**src/rtl/cla4_serial_adder.sv**
```systemverilog
// Serial multi-nibble adder: one 4-bit carry-lookahead slice reused over NIBBLES cycles.
// Optional macro CLA_SERIAL_OVF_EN adds the registered signed-overflow output ovf.
module cla4_serial_adder #(
    parameter int unsigned NIBBLES = 4
) (
    input  logic                   clk,
    input  logic                   rst,
    input  logic                   start,
    input  logic [4*NIBBLES-1:0]   a,
    input  logic [4*NIBBLES-1:0]   b,
    input  logic                   cin,
    output logic                   busy,
    output logic                   done,
    output logic [4*NIBBLES-1:0]   sum,
    output logic                   cout
`ifdef CLA_SERIAL_OVF_EN
    ,
    output logic                   ovf
`endif
);

    localparam int unsigned W  = 4 * NIBBLES;
    localparam int unsigned IW = (NIBBLES > 1) ? $clog2(NIBBLES) : 1;

    typedef enum logic [1:0] {IDLE, BUSY, DONE} state_t;

    state_t          state;
    logic [W-1:0]    a_q;
    logic [W-1:0]    b_q;
    logic [W-1:0]    acc;
    logic            carry_q;
    logic [IW-1:0]   idx;

    logic [3:0]      a_nib;
    logic [3:0]      b_nib;
    logic [3:0]      g;
    logic [3:0]      p;
    logic [4:0]      c;
    logic [3:0]      s_nib;
    logic [W-1:0]    result;
    logic            last;

    // Carry-lookahead slice on the current nibble, plus the accumulator with it merged in
    always_comb begin
        a_nib  = a_q[{idx, 2'b00} +: 4];
        b_nib  = b_q[{idx, 2'b00} +: 4];
        g      = a_nib & b_nib;
        p      = a_nib ^ b_nib;
        c[0]   = carry_q;
        c[1]   = g[0] | (p[0] & c[0]);
        c[2]   = g[1] | (p[1] & g[0]) | (p[1] & p[0] & c[0]);
        c[3]   = g[2] | (p[2] & g[1]) | (p[2] & p[1] & g[0])
               | (p[2] & p[1] & p[0] & c[0]);
        c[4]   = g[3] | (p[3] & g[2]) | (p[3] & p[2] & g[1])
               | (p[3] & p[2] & p[1] & g[0]) | (p[3] & p[2] & p[1] & p[0] & c[0]);
        s_nib  = p ^ c[3:0];
        result = acc;
        result[{idx, 2'b00} +: 4] = s_nib;
        last   = (idx == IW'(NIBBLES - 1));
    end

    always_ff @(posedge clk) begin
        if (rst) begin
            state   <= IDLE;
            a_q     <= '0;
            b_q     <= '0;
            acc     <= '0;
            carry_q <= 1'b0;
            idx     <= '0;
            busy    <= 1'b0;
            done    <= 1'b0;
            sum     <= '0;
            cout    <= 1'b0;
`ifdef CLA_SERIAL_OVF_EN
            ovf     <= 1'b0;
`endif
        end else begin
            case (state)
                IDLE, DONE: begin
                    done <= 1'b0;
                    if (start) begin
                        a_q     <= a;
                        b_q     <= b;
                        carry_q <= cin;
                        idx     <= '0;
                        state   <= BUSY;
                        busy    <= 1'b1;
                    end else begin
                        state   <= IDLE;
                        busy    <= 1'b0;
                    end
                end
                BUSY: begin
                    acc     <= result;
                    carry_q <= c[4];
                    idx     <= idx + IW'(1);
                    // Top nibble: publish the result; outputs hold until the next completion
                    if (last) begin
                        sum   <= result;
                        cout  <= c[4];
`ifdef CLA_SERIAL_OVF_EN
                        ovf   <= c[3] ^ c[4];
`endif
                        state <= DONE;
                        busy  <= 1'b0;
                        done  <= 1'b1;
                    end
                end
                default: begin
                    state <= IDLE;
                    busy  <= 1'b0;
                    done  <= 1'b0;
                end
            endcase
        end
    end

endmodule

```
**config.mk**
```make
export PLATFORM = sky130hd
export DESIGN_NAME = cla4_serial_adder
export DESIGN_NICKNAME = d
export VERILOG_FILES = /design/src/rtl/cla4_serial_adder.sv
export SDC_FILE = /design/constraint.sdc
export NUM_CORES = 1
export LEC_CHECK = 0
export CORE_MARGIN = 5
export CORE_UTILIZATION = 56
export DETAILED_ROUTE_END_ITERATION = 10
export GPL_ROUTABILITY_DRIVEN = 0
export PLACE_DENSITY = 0.84
export REMOVE_ABC_BUFFERS = 1
export SYNTH_ARGS = -nofsm -noshare
export SYNTH_HDL_FRONTEND = slang
export SYNTH_SLANG_ARGS = --single-unit
```
**constraint.sdc**
```tcl
create_clock -name clk -period 4.55 [get_ports clk]
set_input_delay 0.91 -clock clk [delete_from_list [all_inputs] [get_ports clk]]
set_output_delay 0.91 -clock clk [all_outputs]
set_load 0.03 [all_outputs]
```
* Yosys cells after proc, flatten, opt, wreduce, memory -nomap -nowiden *
Cells that the tools add are included.
W data, S select, Z words.

storage, ports and cells
  input bits = 36
  logic and storage cells = 69
  output and inout port bits = 19
  register bits after elaboration = 72

cells by class
  reduce and logical (&&, ||, !) cells = 7
  bitwise logic cells = 30
  add/sub/neg operators = 2
  mux-type cells = 11
  shift-type cells = 4
  equal/unequal tests = 5

operators by type and width
  operator                  count
  $shiftx A16 B5 Y4         2
  $and A1 B1 Y1             16
  $bwmux W16                1
  $shift A4 B6 Y16 const A  1
  $shiftx A4 B6 Y16         1
  $or A1 B1 Y1              10
  $pmux W2 S2               2
  $xor A4 B4 Y4             2
  $neg A4 Y6                1
  $reduce_and A2 Y1         3
  $and A4 B4 Y4             1
  $eq A2 B2 Y1 const B      2
  $mux W1                   4
  $mux W2                   2
  $ne A2 B2 Y1 const B      2
  $pmux W1 S2               2
  $reduce_or A2 Y1          2
  $add A2 B1 Y2 const B     1
  $eq A2 B1 Y1 const B      1
  $logic_not A2 Y1          1
  $reduce_bool A2 Y1        1
  $not A1 Y1                1

* Logic depth before layout (Yosys ltp) *
  word-level depth = 9
  gate-level depth with buffers = 8
  mapped depth without buffers = 6

* Least setup slack after synthesis *
No wires, ideal clock.

  path kind = register -> register
  from = reg idx[0]
  to = reg sum[6]
  setup slack = 2106 ps
  arrival time = 2325 ps
  buffers on the path = 1
  period minus slack after synthesis = 2444 ps
  required time = 4430 ps
  cell stages (with the launch flop) = 8
  setup time = 120 ps
  path through = dfxtp_1 > buf_6 > mux4_1 > ha_1 > or2_2 > a21o_1 > a32oi_1 > a21oi_1

between the ends
  longest elaborated chain between the ends = 9
  elaborated cells between the ends (all ways) = 26
  those cells by class = add/sub (1); eq/ne (1); shift (4); mux (1); bitwise (18); reduce/logical (1)

RTL lines
  what                                                   RTL line  source
  start: declaration                                     32        logic [IW-1:0] idx;
  start signal: assignment                               96        idx <= idx + IW'(1);
  $shiftx A16 B5 Y4, on equally long branches            45, 46
  $xor A4 B4 Y4 / $and A4 B4 Y4 (equally long branches)  48, 47
  $and A1 B1 Y1, on equally long branches                52, 53
  $or A1 B1 Y1 (tied with other cells)                   52        c[3] = g[2] | (p[2] & g[1]) | (p[2] & p[1] & g[0])
  $or A1 B1 Y1 / $and A1 B1 Y1 (equally long branches)   52, 53
  $or A1 B1 Y1                                           53        | (p[2] & p[1] & p[0] & c[0]);
  $xor A4 B4 Y4                                          56        s_nib = p ^ c[3:0];
  $shiftx A4 B6 Y16                                      58        result[{idx, 2'b00} +: 4] = s_nib;
  $bwmux W16                                             58
  end signal: assignment                                 99        sum <= result;
  end: declaration                                       14        output logic [4*NIBBLES-1:0] sum,

Several ways; a longest one is shown, not always the timed one.
A chain may end at the register's enable or synchronous reset.

* Final worst setup path *
  from = reg idx[0]
  to = reg acc[7]

between the ends
  longest elaborated chain between the ends = 9
  elaborated cells between the ends (all ways) = 24
  those cells by class = add/sub (1); shift (4); mux (1); bitwise (18)

RTL lines
  what                                                   RTL line  source
  $shiftx A16 B5 Y4, on equally long branches            45, 46
  $xor A4 B4 Y4 / $and A4 B4 Y4 (equally long branches)  48, 47
  $and A1 B1 Y1, on equally long branches                52, 53
  $or A1 B1 Y1 (tied with other cells)                   52
  $or A1 B1 Y1 / $and A1 B1 Y1 (equally long branches)   52, 53
  $or A1 B1 Y1                                           53
  $xor A4 B4 Y4                                          56
  $shiftx A4 B6 Y16                                      58
  $bwmux W16 (*)                                         58
  end signal: assignment                                 94        acc <= result;
  end: declaration                                       30        logic [W-1:0] acc;

Every way passes the cells marked *; elsewhere a longest branch is shown, timed or not.

==> impl.org <==
** Outcome
- The run finished with clean final reports.

** Cells and area
- For this run, the post-layout net count is between 400 and 500.
- FILL cells :: between 400 and 500
- Final Non-Filler Cells :: about 470
- Diode count :: 0
- Area growth, synth to finish :: 23.20%
- At the end of the flow the core is filled with cells to 0.7053.
- In the final layout, the share of cells above drive strength 1 is 0.06983.

** STA
- Between clock sinks in the finished design, the worst skew comes to ~0.0061 ns.
- The final count of pins violating max slew was 0.
- Final hold violations :: 0
- Across all setup checks in the final design, the least slack found is 1.532 ns.
- Derived from the worst setup path, the maximum achievable clock frequency is about 330 MHz.
- Setup tns final :: 0 ns
- In the finished design, the share of the clock period the worst path needs comes to 0.6634.
- Final-report setup violation count :: 0
- Remaining max-slew budget at the tightest pin :: 0.2452
- Post-route minimum period :: a little over 3 ns
- RSZ-0062 raised after global routing :: false
- For the pin with the worst max-slew slack, the measured transition is 1.132 ns.

** Place
- Port buffer count :: 54
- Half-perimeter wire length after detailed placement :: 4841 um
- Post-placement setup slack :: between 1.5 and 2 ns
- The number of placed instances, taps included, is 458.

** Routing
- For this block, the routed nets add up to 6883 um of wire.
- Routed WL per cell :: ~15 um
- The detailed router finished its first iteration with around 210 violations.
- # DRC :: 0
- The routed layout has roughly 2,700 vias.
- Once detail routing completed, the nets flagged for antenna violations numbered 0.
- Vias per inst :: between 5 and 6
- The first detailed-routing pass ran for 5 iterations.

** Floorplanning
- The initial utilization of the core area, before any placement, comes to 0.5725.
- The die is ~85 um tall.
- Die Outline Area :: approximately 7200 sq um
- Horiz. Die Dim :: 84.80 um
- Core outline area :: 5473 sq um
- Cell Rows :: 27
- Number of I/O pins :: 55

** Worst setup path
- Critical path's largest stage delay :: around 0.62 ns
- In this run the number of cells on the critical path is 7.
- At the worst endpoint, the required time is between 4 and 5 ns.
- The critical path goes through buf_4 -> mux4_2 -> ha_1 -> a21oi_1 -> o21ai_0 -> xnor2_1 -> o21ai_0.
- Worst path bufs/invs :: 1
- Endpoint arrival time on the critical path :: about 3.2 ns
- CP Max Fanout :: 9
- Worst r2r path cells :: 7
- The critical path is of the register to register type.
- STA classifies the critical path endpoint as a register.
- Endpoint of the worst register-to-register path :: acc[7]
- Most prevalent standard cell on the critical path :: sky130_fd_sc_hd__o21ai_0
- Slowest cell on crit path :: sky130_fd_sc_hd__xnor2_1
- The worst register-to-register path begins at idx[0].
- In this run the worst setup path begins at idx[0].
- Setup crit end :: acc[7]
- In this run the register-to-register setup slack is around 1.5 ns.
- Sort of element at the start of the critical path :: register
- Family of cells with the greatest summed delay on the critical path :: XOR/XNOR gates

** CTS
- The clock passes through at most 2 buffers.
- After clock tree synthesis, the clock-pin slew on the worst setup and hold paths is 0.07 ns.
- Total number of H-tree levels :: 3
- TritonCTS built the clock tree.
- Quantity of hold-fixing buffers added after cts :: 0
- Clock tree synthesis found a total of between 70 and 80 sinks.
- Later-pin clock latency in the skew report :: ~0.35 ns
- After clock tree synthesis, the setup repair step added 0 buffers.
- Number of resized instances in the post-cts repair step :: 0
- The tree is rooted in a sky130_fd_sc_hd__clkbuf_8.
- Buffers inserted during clock tree synthesis total 9.

** Global routing
- GRT overflow :: 0
- The first global-routing pass estimated about 12,000 um of wire.
- For this run, the total global-route usage over all layers was measured as 0.2053.
- The number of antenna violations at the first check in global routing came to 0.
- Pin count of the biggest net entering global routing :: 53
- The via count of the first global-routing pass was 2,547.

** Power and ir drop
- Power, Total :: ~0.0013 W
- The worst-case IR drop observed on VDD is 262.3 uV.
- Power density over the cells :: around 350 nW/um^2
- P_leak :: roughly 1.4 nW

** Worst hold path
- Worst min-delay path class :: register to register

** Yosys
- The mapped netlist covers 3133 sq um.
- Synthesis inferred 71 register bits.
- Top_reg_cell synth :: sky130_fd_sc_hd__dfxtp_1
- Count of unique library cells instantiated by Yosys :: 41
- Mapped Avg Cell Area :: a little under 9 sq um
- Ranked by total cell area, the synthesized netlist is headed by sky130_fd_sc_hd__dfxtp_1, sky130_fd_sc_hd__nand2_1, sky130_fd_sc_hd__a21oi_1, sky130_fd_sc_hd__ha_1, sky130_fd_sc_hd__mux4_1.
- The share of the Yosys chip area taken by registers is 0.4537.
- Number of enable flip-flop cells after synthesis :: 0
- Of the post-synthesis cell area, the dominant cell type holds 0.4537.
- Post-synthesis async set-or-reset flop share :: 0
- Yosys Warn Count :: 0
- Syn Inst Count :: about 350
- Of all cell types, the one taking the most synthesized area is sky130_fd_sc_hd__dfxtp_1.

** Run
- The tool flagged a number of max-cap violations equal to 0.
[cell families (layout without fill, tap and decap cells)]
family                   count (synthesis)  count (layout)  synth area share
XOR/XNOR                                 2               2          0.005592
flip-flops                              71              71            0.4537
multiplexers                             8               8           0.06230
adder cells (fa/ha/maj)                 12              12           0.05032
AND/OR/NAND/NOR                        138             138            0.1977
buffers and inverters                   33              80           0.04992
AO/OA/AOI/OAI                           90              90            0.1805
[where the power goes]
group          switching, W  internal (W)
Sequential        0.0000147      0.000643
Clock              0.000226      0.000279
Combinational     0.0000979     0.0000769
[worst min path at each step]
stage | startpoint | end | slack [ns] | cells after the start
5_1_grt | b_q[1] | b_q[1] | 0.47 | 2
6_report | b_q[1] | b_q[1] | 0.45 | 2
2_1_floorplan | a_q[5] | a_q[5] | 0.43 | 2
4_1_cts | b_q[1] | b_q[1] | 0.46 | 2
3_3_place_gp | b_q[9] | b_q[9] | 0.44 | 2
3_5_place_dp | b_q[1] | b_q[1] | 0.45 | 2
[cells in the final DEF, fill, tap and decap left out, drive strengths merged, types with 8 or more instances in the layout]
| cell type | n |
|---|---|
| nor2 | 22 |
| a32oi | 8 |
| dfxtp | 71 |
| clkbuf | 12 |
| nand2 | 83 |
| mux4 | 8 |
| clkdlybuf4s50 | 54 |
| a21oi | 42 |
| nand3 | 9 |
| ha | 11 |
| o21ai | 15 |
[synthesized netlist by cell type (3+ instances only)]
| master | instances |
|---|---|
| sky130_fd_sc_hd__nor2_1 | 22 |
| sky130_fd_sc_hd__a32oi_1 | 8 |
| sky130_fd_sc_hd__buf_2 | 5 |
| sky130_fd_sc_hd__inv_1 | 6 |
| sky130_fd_sc_hd__o21ai_0 | 15 |
| sky130_fd_sc_hd__mux4_1 | 4 |
| sky130_fd_sc_hd__nor3_1 | 5 |
| sky130_fd_sc_hd__a21oi_1 | 42 |
| sky130_fd_sc_hd__a221oi_1 | 5 |
| sky130_fd_sc_hd__a22oi_1 | 6 |
| sky130_fd_sc_hd__dfxtp_1 | 71 |
| sky130_fd_sc_hd__a31oi_1 | 4 |
| sky130_fd_sc_hd__clkbuf_1 | 16 |
| sky130_fd_sc_hd__buf_6 | 3 |
| sky130_fd_sc_hd__ha_1 | 11 |
| sky130_fd_sc_hd__mux4_2 | 4 |
| sky130_fd_sc_hd__nand2_1 | 83 |
| sky130_fd_sc_hd__nand2b_1 | 6 |
| sky130_fd_sc_hd__nand3_1 | 9 |
| sky130_fd_sc_hd__o221ai_1 | 3 |
[layer usage]
metal	global-route usage	part of all wire	up-vias
met1	0.2617	0.44	1259
met3	0.03631	0.066	11
met5	0	0	-
met2	0.3402	0.47	108
met4	0.08921	0.023	0
li1	-	-	1331
[through the flow]
step | hold slack [ns] | area, sq um
floorplan | 0.4255 | 3007
global placement | 0.4394 | 3662
detailed placement | 0.4471 | 3662
CTS | 0.4568 | 3860
global route | 0.4702 | 3860
finish | 0.4543 | 3860
[worst min-delay path: stages (launching register included)]
cell	delay, ns
sky130_fd_sc_hd__dfxtp_1	0.31
sky130_fd_sc_hd__nand2_1	0.05
sky130_fd_sc_hd__a21oi_1	0.05
[flip-flops by register name (all words and copies together), names as in the netlist]
signal   cells
a_q         16
acc         16
b_q         16
sum         16
idx          2
state        2
carry_q      1
cout         1
done         1
[cell type report]
class | instances | area [sq um] | area share
clock buffer | 12 | 155.1 | 0.04019
clock inverter | 3 | 42.54 | 0.01102
inverter | 8 | 30.03 | 0.007780
multi-input combinational | 250 | 1558 | 0.4036
sequential | 71 | 1421 | 0.3682
tap | 72 | 90.09 | 0.02334
timing repair buffer | 57 | 563.0 | 0.1459
Power figures use the tool's default switching activity.
